File: src/rtl/slice_extract_pkg.sv
`default_nettype none
// ============================================================================
// Module      : slice_extract_pkg
// Description : Shared FSM state type and default geometry for the slice
//               extractor (vector width, slice width, slice index width).
// Revision    : 1.0 - initial release
// ============================================================================
package slice_extract_pkg;

    localparam int C_VEC_W   = 1536;
    localparam int C_SLICE_W = 24;
    localparam int C_IDX_W   = 6;

    typedef enum logic [0:0] {
        IDLE  = 1'b0,
        BURST = 1'b1
    } state_t;

endpackage
`default_nettype wire

File: src/rtl/slice_extract_if.sv
`default_nettype none
// ============================================================================
// Module      : slice_extract_if
// Description : Bus bundle for the slice extractor: store load port, burst
//               request handshake and slice output handshake.
//   load/vec_in/load_err                   : store capture and rejection pulse
//   req_valid/req_ready/req_index/req_count: burst request
//   out_valid/out_ready/out_data/out_index/out_last : slice stream
//   master modport = requester/consumer side, slave modport = extractor side.
// Revision    : 1.0 - initial release
// ============================================================================
interface slice_extract_if
    import slice_extract_pkg::*;
#(
    parameter int VEC_W   = C_VEC_W,
    parameter int SLICE_W = C_SLICE_W,
    parameter int IDX_W   = C_IDX_W
);
    logic               load;
    logic [VEC_W-1:0]   vec_in;
    logic               load_err;
    logic               req_valid;
    logic               req_ready;
    logic [IDX_W-1:0]   req_index;
    logic [IDX_W:0]     req_count;
    logic               out_valid;
    logic               out_ready;
    logic [SLICE_W-1:0] out_data;
    logic [IDX_W-1:0]   out_index;
    logic               out_last;

    modport master (
        output load, vec_in, req_valid, req_index, req_count, out_ready,
        input  load_err, req_ready, out_valid, out_data, out_index, out_last
    );

    modport slave (
        input  load, vec_in, req_valid, req_index, req_count, out_ready,
        output load_err, req_ready, out_valid, out_data, out_index, out_last
    );
endinterface
`default_nettype wire

File: src/rtl/slice_extract_slice_mux.sv
`default_nettype none
// ============================================================================
// Module      : slice_mux
// Description : Combinational slice selector. Returns SLICE_W bits of the
//               store starting at index*SLICE_W+OFFSET, wrapping modulo VEC_W.
//   store_i : stored vector
//   index_i : slice index
//   slice_o : extracted slice
// Revision    : 1.0 - initial release
// ============================================================================
module slice_mux
    import slice_extract_pkg::*;
#(
    parameter int VEC_W   = C_VEC_W,
    parameter int SLICE_W = C_SLICE_W,
    parameter int IDX_W   = C_IDX_W,
    parameter int OFFSET  = 0
) (
    input  wire logic [VEC_W-1:0]   store_i,
    input  wire logic [IDX_W-1:0]   index_i,
    output logic      [SLICE_W-1:0] slice_o
);
    localparam int OFF_MOD = OFFSET % VEC_W;
    localparam int SH_W    = $clog2(2 * VEC_W);

    // Two copies back to back turn the modulo wrap into a plain part select:
    // base + OFF_MOD + SLICE_W - 1 always stays below 2*VEC_W.
    logic [2*VEC_W-1:0] w_dbl;
    logic [SH_W-1:0]    w_shift;

    assign w_dbl   = {store_i, store_i};
    assign w_shift = SH_W'(index_i) * SH_W'(SLICE_W) + SH_W'(OFF_MOD);
    assign slice_o = w_dbl[w_shift +: SLICE_W];

endmodule
`default_nettype wire

File: src/rtl/slice_extract.sv
`default_nettype none
// ============================================================================
// Module      : slice_extract
// Description : Holds a VEC_W-bit vector and streams bursts of consecutive
//               SLICE_W-bit slices from it, with valid/ready backpressure.
//   clk   : clock, rising edge
//   rst_n : asynchronous active-low reset
//   bus   : slice_extract_if slave (load, request and output handshakes)
// Revision    : 1.0 - initial release
// ============================================================================
module slice_extract
    import slice_extract_pkg::*;
#(
    parameter int VEC_W   = C_VEC_W,
    parameter int SLICE_W = C_SLICE_W,
    parameter int IDX_W   = C_IDX_W,
    parameter int OFFSET  = 0
) (
    input  wire logic          clk,
    input  wire logic          rst_n,
    slice_extract_if.slave     bus
);
    state_t             state_q, state_d;
    logic [VEC_W-1:0]   store_q, store_d;
    logic [IDX_W-1:0]   idx_q, idx_d;        // next index to emit
    logic [IDX_W:0]     rem_q, rem_d;        // slices still to emit
    logic               out_valid_q, out_valid_d;
    logic               out_last_q, out_last_d;
    logic [SLICE_W-1:0] out_data_q, out_data_d;
    logic [IDX_W-1:0]   out_index_q, out_index_d;
    logic               load_err_q, load_err_d;

    logic               w_idle_free;
    logic               w_req_ready;
    logic               w_accept;
    logic               w_advance;
    logic [IDX_W-1:0]   w_mux_idx;
    logic [IDX_W:0]     w_req_total;
    logic [SLICE_W-1:0] w_slice;

    assign w_idle_free = (state_q == IDLE) && !out_valid_q;
    assign w_req_ready = w_idle_free && !bus.load;
    assign w_accept    = bus.req_valid && w_req_ready;
    assign w_advance   = !out_valid_q || bus.out_ready;
    // The first slice of a burst is read straight from the request so it can
    // appear the cycle after acceptance.
    assign w_mux_idx   = w_accept ? bus.req_index : idx_q;
    assign w_req_total = (bus.req_count == '0) ? {1'b1, {IDX_W{1'b0}}}
                                               : bus.req_count;

    slice_mux #(
        .VEC_W   (VEC_W),
        .SLICE_W (SLICE_W),
        .IDX_W   (IDX_W),
        .OFFSET  (OFFSET)
    ) u_mux (
        .store_i (store_q),
        .index_i (w_mux_idx),
        .slice_o (w_slice)
    );

    // FSM next state
    always_comb begin
        state_d = state_q;
        case (state_q)
            IDLE:    if (w_accept) state_d = BURST;
            BURST:   if (out_valid_q && bus.out_ready && out_last_q) state_d = IDLE;
            default: state_d = IDLE;
        endcase
    end

    // Datapath next state
    always_comb begin
        store_d     = store_q;
        idx_d       = idx_q;
        rem_d       = rem_q;
        out_valid_d = out_valid_q;
        out_last_d  = out_last_q;
        out_data_d  = out_data_q;
        out_index_d = out_index_q;
        load_err_d  = bus.load && !w_idle_free;

        if (bus.load && w_idle_free) begin
            store_d = bus.vec_in;
        end

        if (w_accept) begin
            out_valid_d = 1'b1;
            out_data_d  = w_slice;
            out_index_d = bus.req_index;
            out_last_d  = (w_req_total == (IDX_W+1)'(1));
            idx_d       = bus.req_index + 1'b1;
            rem_d       = w_req_total - 1'b1;
        end else if ((state_q == BURST) && w_advance) begin
            if (rem_q != '0) begin
                out_valid_d = 1'b1;
                out_data_d  = w_slice;
                out_index_d = idx_q;
                out_last_d  = (rem_q == (IDX_W+1)'(1));
                idx_d       = idx_q + 1'b1;
                rem_d       = rem_q - 1'b1;
            end else begin
                out_valid_d = 1'b0;
                out_last_d  = 1'b0;
            end
        end
    end

    always_ff @(posedge clk or negedge rst_n) begin
        if (!rst_n) begin
            state_q     <= IDLE;
            store_q     <= '0;
            idx_q       <= '0;
            rem_q       <= '0;
            out_valid_q <= 1'b0;
            out_last_q  <= 1'b0;
            out_data_q  <= '0;
            out_index_q <= '0;
            load_err_q  <= 1'b0;
        end else begin
            state_q     <= state_d;
            store_q     <= store_d;
            idx_q       <= idx_d;
            rem_q       <= rem_d;
            out_valid_q <= out_valid_d;
            out_last_q  <= out_last_d;
            out_data_q  <= out_data_d;
            out_index_q <= out_index_d;
            load_err_q  <= load_err_d;
        end
    end

    assign bus.req_ready = w_req_ready;
    assign bus.out_valid = out_valid_q;
    assign bus.out_data  = out_data_q;
    assign bus.out_index = out_index_q;
    assign bus.out_last  = out_last_q;
    assign bus.load_err  = load_err_q;

endmodule
`default_nettype wire

File: src/flat_wrapper.sv
// flat-port wrapper written by rule: the top's interface ports become plain ports
module slice_extract_flat import slice_extract_pkg::*;
#(
    parameter int VEC_W   = C_VEC_W,
    parameter int SLICE_W = C_SLICE_W,
    parameter int IDX_W   = C_IDX_W,
    parameter int OFFSET  = 0
)
  (clk, rst_n, bus_load, bus_vec_in, bus_req_valid, bus_req_index, bus_req_count, bus_out_ready, bus_load_err, bus_req_ready, bus_out_valid, bus_out_data, bus_out_index, bus_out_last);
  slice_extract_if #(.VEC_W(VEC_W), .SLICE_W(SLICE_W), .IDX_W(IDX_W)) bus_i ();
  input  wire logic clk;
  input  wire logic rst_n;
  input wire logic [$bits(bus_i.load)-1:0] bus_load;
  input wire logic [$bits(bus_i.vec_in)-1:0] bus_vec_in;
  input wire logic [$bits(bus_i.req_valid)-1:0] bus_req_valid;
  input wire logic [$bits(bus_i.req_index)-1:0] bus_req_index;
  input wire logic [$bits(bus_i.req_count)-1:0] bus_req_count;
  input wire logic [$bits(bus_i.out_ready)-1:0] bus_out_ready;
  output wire logic [$bits(bus_i.load_err)-1:0] bus_load_err;
  output wire logic [$bits(bus_i.req_ready)-1:0] bus_req_ready;
  output wire logic [$bits(bus_i.out_valid)-1:0] bus_out_valid;
  output wire logic [$bits(bus_i.out_data)-1:0] bus_out_data;
  output wire logic [$bits(bus_i.out_index)-1:0] bus_out_index;
  output wire logic [$bits(bus_i.out_last)-1:0] bus_out_last;
  assign bus_i.load = bus_load;
  assign bus_i.vec_in = bus_vec_in;
  assign bus_i.req_valid = bus_req_valid;
  assign bus_i.req_index = bus_req_index;
  assign bus_i.req_count = bus_req_count;
  assign bus_i.out_ready = bus_out_ready;
  assign bus_load_err = bus_i.load_err;
  assign bus_req_ready = bus_i.req_ready;
  assign bus_out_valid = bus_i.out_valid;
  assign bus_out_data = bus_i.out_data;
  assign bus_out_index = bus_i.out_index;
  assign bus_out_last = bus_i.out_last;
  slice_extract #(.VEC_W(VEC_W), .SLICE_W(SLICE_W), .IDX_W(IDX_W), .OFFSET(OFFSET)) u_core (.clk(clk), .rst_n(rst_n), .bus(bus_i));
endmodule
File: config.mk
export PLATFORM = sky130hd
export DESIGN_NAME = slice_extract_flat
export DESIGN_NICKNAME = d
export VERILOG_FILES = /design/src/rtl/slice_extract_pkg.sv /design/src/rtl/slice_extract_if.sv /design/src/rtl/slice_extract_slice_mux.sv /design/src/rtl/slice_extract.sv /design/src/flat_wrapper.sv
export SDC_FILE = /design/constraint.sdc
export NUM_CORES = 2
export LEC_CHECK = 0
export ABC_CLOCK_PERIOD_IN_PS = 4350
export CAP_MARGIN = 20
export CORE_AREA = 2 2 620 622
export CTS_CLUSTER_DIAMETER = 50
export DETAILED_ROUTE_END_ITERATION = 8
export DIE_AREA = 0 0 622 624
export PLACE_DENSITY_LB_ADDON = 0.08
export SKIP_LAST_GASP = 1
export SYNTH_ARGS = -nofsm -noshare
export SYNTH_HDL_FRONTEND = slang
export SYNTH_SLANG_ARGS = --single-unit
export TNS_END_PERCENT = 30
File: constraint.sdc
create_clock -name clk -period 4.35 [get_ports clk]
set_clock_uncertainty 0.2 [all_clocks]
set_input_delay 0.87 -clock clk [delete_from_list [all_inputs] [get_ports clk]]
set_output_delay 0.87 -clock clk [all_outputs]
set_load 0.05 [all_outputs]
==> results.py <==
metrics = {
    "synth": {
        "synth_compound_area_frac": 0.0628,
        "synth_edf_count": 0,
        "synth-xor-area-share": 0.00161,
        "synth_top_family_by_area": "multiplexers",
        "muxShareOfSynthArea": 0.310,
        "synth_nets": 6724,
        "synthFlopType": "dfrtp_1",
        "async_reset_ff_frac": 1.00,
        "synth_top_area_frac": 0.561,
        "yosysTopAreaCell": "dfrtp_1",
        "ys_ff_latch": 1583,
        "synth_area_um2": 70600,
        "ys_warn_count": 0,
        "yosys-top-cells-area": "dfrtp_1 (56%), mux2_2 (25%), mux4_2 (6.0%), nand2_1 (3.0%), a21oi_1 (2.0%)",
        "ys_types": 43,
        "syn_inst": 5164,
        "avgSynthCellArea_um2": 13.7,
        "synth-seq-area-share": 0.561,
        "synthAdderAreaFrac": 0.00106,
        "synth_simple_gate_area_frac": 0.0420,
    },
    "placed_design": {
        "place.gp.congestion": 0.824,
        "postPlaceCellArea_um2": 97200,
        "hpwl_um": 333000,
        "dpl_worst_slack_ns": -1.61,
        "portBuffers": 1587,
    },
    "clock_network": {
        "insertion_delay_ns": 0.91,
        "clockBufferDepth": 4,
        "clock_sinks": 1583,
        "ctsRootBufferMaster": "clkbuf_16",
        "clk_pin_slew_ns": 0.05,
        "cts_buffers": 313,
        "htree_num_levels": 5,
        "tritoncts": "built",
    },
    "cells_and_area": {
        "utilization": 0.287,
        "final_common_cell": "clkdlybuf4s50_1",
        "regArea_um2": 39600,
        "stdcell_area_um2": 109000,
        "multi_input_area_um2": 29900,
        "fillCellCount": 39000,
        "area_growth_pct": 55.0,
        "layout-drive-gt1-share": 0.390,
        "mostFrequentLayoutCells": "clkdlybuf4s50_1 (1,585), dfrtp_1 (1,581), mux2_2 (1,536), nand2_1 (566), buf_4 (439)",
        "layout.nets": 8829,
    },
    "floorplan": {
        "die-area_um2": 388000,
        "core_area_um2": 381000,
        "start_util": 0.185,
        "die_h_um": 624,
        "fp.dieW_um": 622,
        "design.portCount": 1588,
        "rows": 227,
    },
    "timing": {
        "fin_crit_sh": 0.997,
        "worst_slack_ns": 0.0125,
        "rsz0062_at_grt": "true",
        "hold_violations": 0,
        "worst_slew_pin_slew_ns": 1.07,
        "slew_viol_final": 0,
        "slew_headroom": 0.289,
        "max_freq_mhz": 231,
        "setup_violations": 0,
        "period_minus_slack_ns": 4.34,
        "hold_slack_ns": 0.296,
    },
    "power_and_ir_drop": {
        "ir_drop_v": 0.000300,
        "p_leak_nw": 44.2,
        "finalPower_mw": 88.9,
        "p_per_area_nw_per_um2": 812,
    },
    "global_routing": {
        "grt_pass1_vias": 58600,
        "grt_usage": 0.208,
        "antenna_found_initial": 329,
        "grt_pass1_wl_um": 547000,
        "grt-ovfl-total": 0,
        "grt_max_degree": 128,
    },
    "critical_path": {
        "cpLargestDelayFamily": "buffers and inverters",
        "cp_cell_sequence": "nor4b_4, buf_12, mux2i_4, buf_4, buf_12, buf_16, buf_12, mux4_2, nand2_1, nand4_1, buf_4, a221oi_2, buf_4, o21ai_1",
        "worst-path-buf-inv": 7,
        "worst_path_largest_cell_delay_ns": 0.62,
        "arrival_ns": 4.87,
        "cp-end-kind": "flop",
        "cp_max_fo": 18,
        "criticalPathCategory": "reg -> reg",
        "cp.required_ns": 4.89,
        "cp_slowest_cell": "mux4_2",
        "cp-start-kind": "flop",
    },
    "route": {
        "vias": 54500,
        "via_per_inst": 4.31,
        "drtPass1Iterations": 5,
        "wl_per_cell_um": 32.7,
        "wl_um": 414000,
        "ant_nets": 0,
        "drtIter0Drc": 3053,
        "remaining_drc_errors": 0,
    },
    "worst_hold_path": {
        "hp-class": "in -> async",
    },
    "job": {
        "maxCapViolCount": 0,
    },
    "outcome": {
        "status": "finished, final reports clean",
    },
}
## per-stage QoR
stage,instances,setup TNS [ns]
after floorplan,5164,0
final,12600,0
after global routing,12600,-0.632
after global placement,12000,-27.56
after CTS,12600,-1.69
after detailed placement,12000,-26.92
## kinds of logic (layout without fill, tap and decap cells)
kind of cell	count (synthesis)	in the layout
adders and majority gates	6	6
muxes	1759	1759
DFF	1583	1583
xor gates and xnor gates	13	13
AOI/OAI and AO/OA	686	686
other	0	82
buffers and inverters	388	2747
and+or+nand+nor	729	729
## path summary, 6_finish.rpt
kind / startpoint / endpoint / slack, ns / depth (start not counted)
max in group asynchronous: rst_n / u_core.store_q[878] / 2.05 / 3
worst min register to register: u_core.store_q[1330] / u_core.store_q[1330] / 0.30 / 1
worst max register to register: u_core.state_q / u_core.bus.out_data[17] / 0.01 / 14
worst max-delay path: u_core.state_q / u_core.bus.out_data[17] / 0.01 / 14
worst min-delay path: rst_n / u_core.store_q[1422] / 0.30 / 2
min in group clk: u_core.store_q[1330] / u_core.store_q[1330] / 0.30 / 1
## sequential cells by signal, summed over array words and instances (netlist names)
register              flops
u_core.store_q         1536
u_core.bus.out_data      24
u_core.rem_q              7
u_core.bus.out_index      6
u_core.idx_q              6
u_core.bus.load_err       1
u_core.bus.out_last       1
u_core.bus.out_valid      1
u_core.state_q            1
## repair_timing
| item | in CTS | in global routing |
|---|---|---|
| gates cloned | 4 | 0 |
| pin swaps | 19 | 6 |
| endpoints found under the hold margin | 27 | 0 |
| setup buffers | 33 | 1 |
| hold buffers | 1 | 0 |
| endpoints found under the setup margin | 21 | 14 |
| gates resized for setup | 52 | 13 |
## area by class of cell
cell class / count / share of cell area
sequential: 1583 / 0.362
multi-input combinational: 3193 / 0.273
timing repair buffer: 2171 / 0.202
clock buffer: 386 / 0.0791
tap: 5038 / 0.0576
clock inverter: 183 / 0.0239
antenna: 82 / 0.00188
inverter: 7 / 0.000377
## cell usage after synthesis, types with 33 or more instances
cell and n:
mux2i_1 33, a21oi_1 289, nand2_1 572, buf_2 35
a31oi_1 52, a22oi_1 186, mux4_2 187, nor2_1 40
clkbuf_1 318, a22o_1 46, mux2_2 1539, nand3_1 63
dfrtp_1 1583
## layer usage
metal	wire, um	vias to the layer above	track usage
met2	208000	1905	0.361
li1	-	23400	-
met1	169000	28300	0.250
met4	16500	80	0.0869
met3	19800	858	0.0404
met5	501	-	0
## power by group
part	switching [mW]	internal (mW)
clock network	9.25	16.9
registers	4.91	22.3
logic	17.8	17.7
Power figures use the tool's default switching activity.
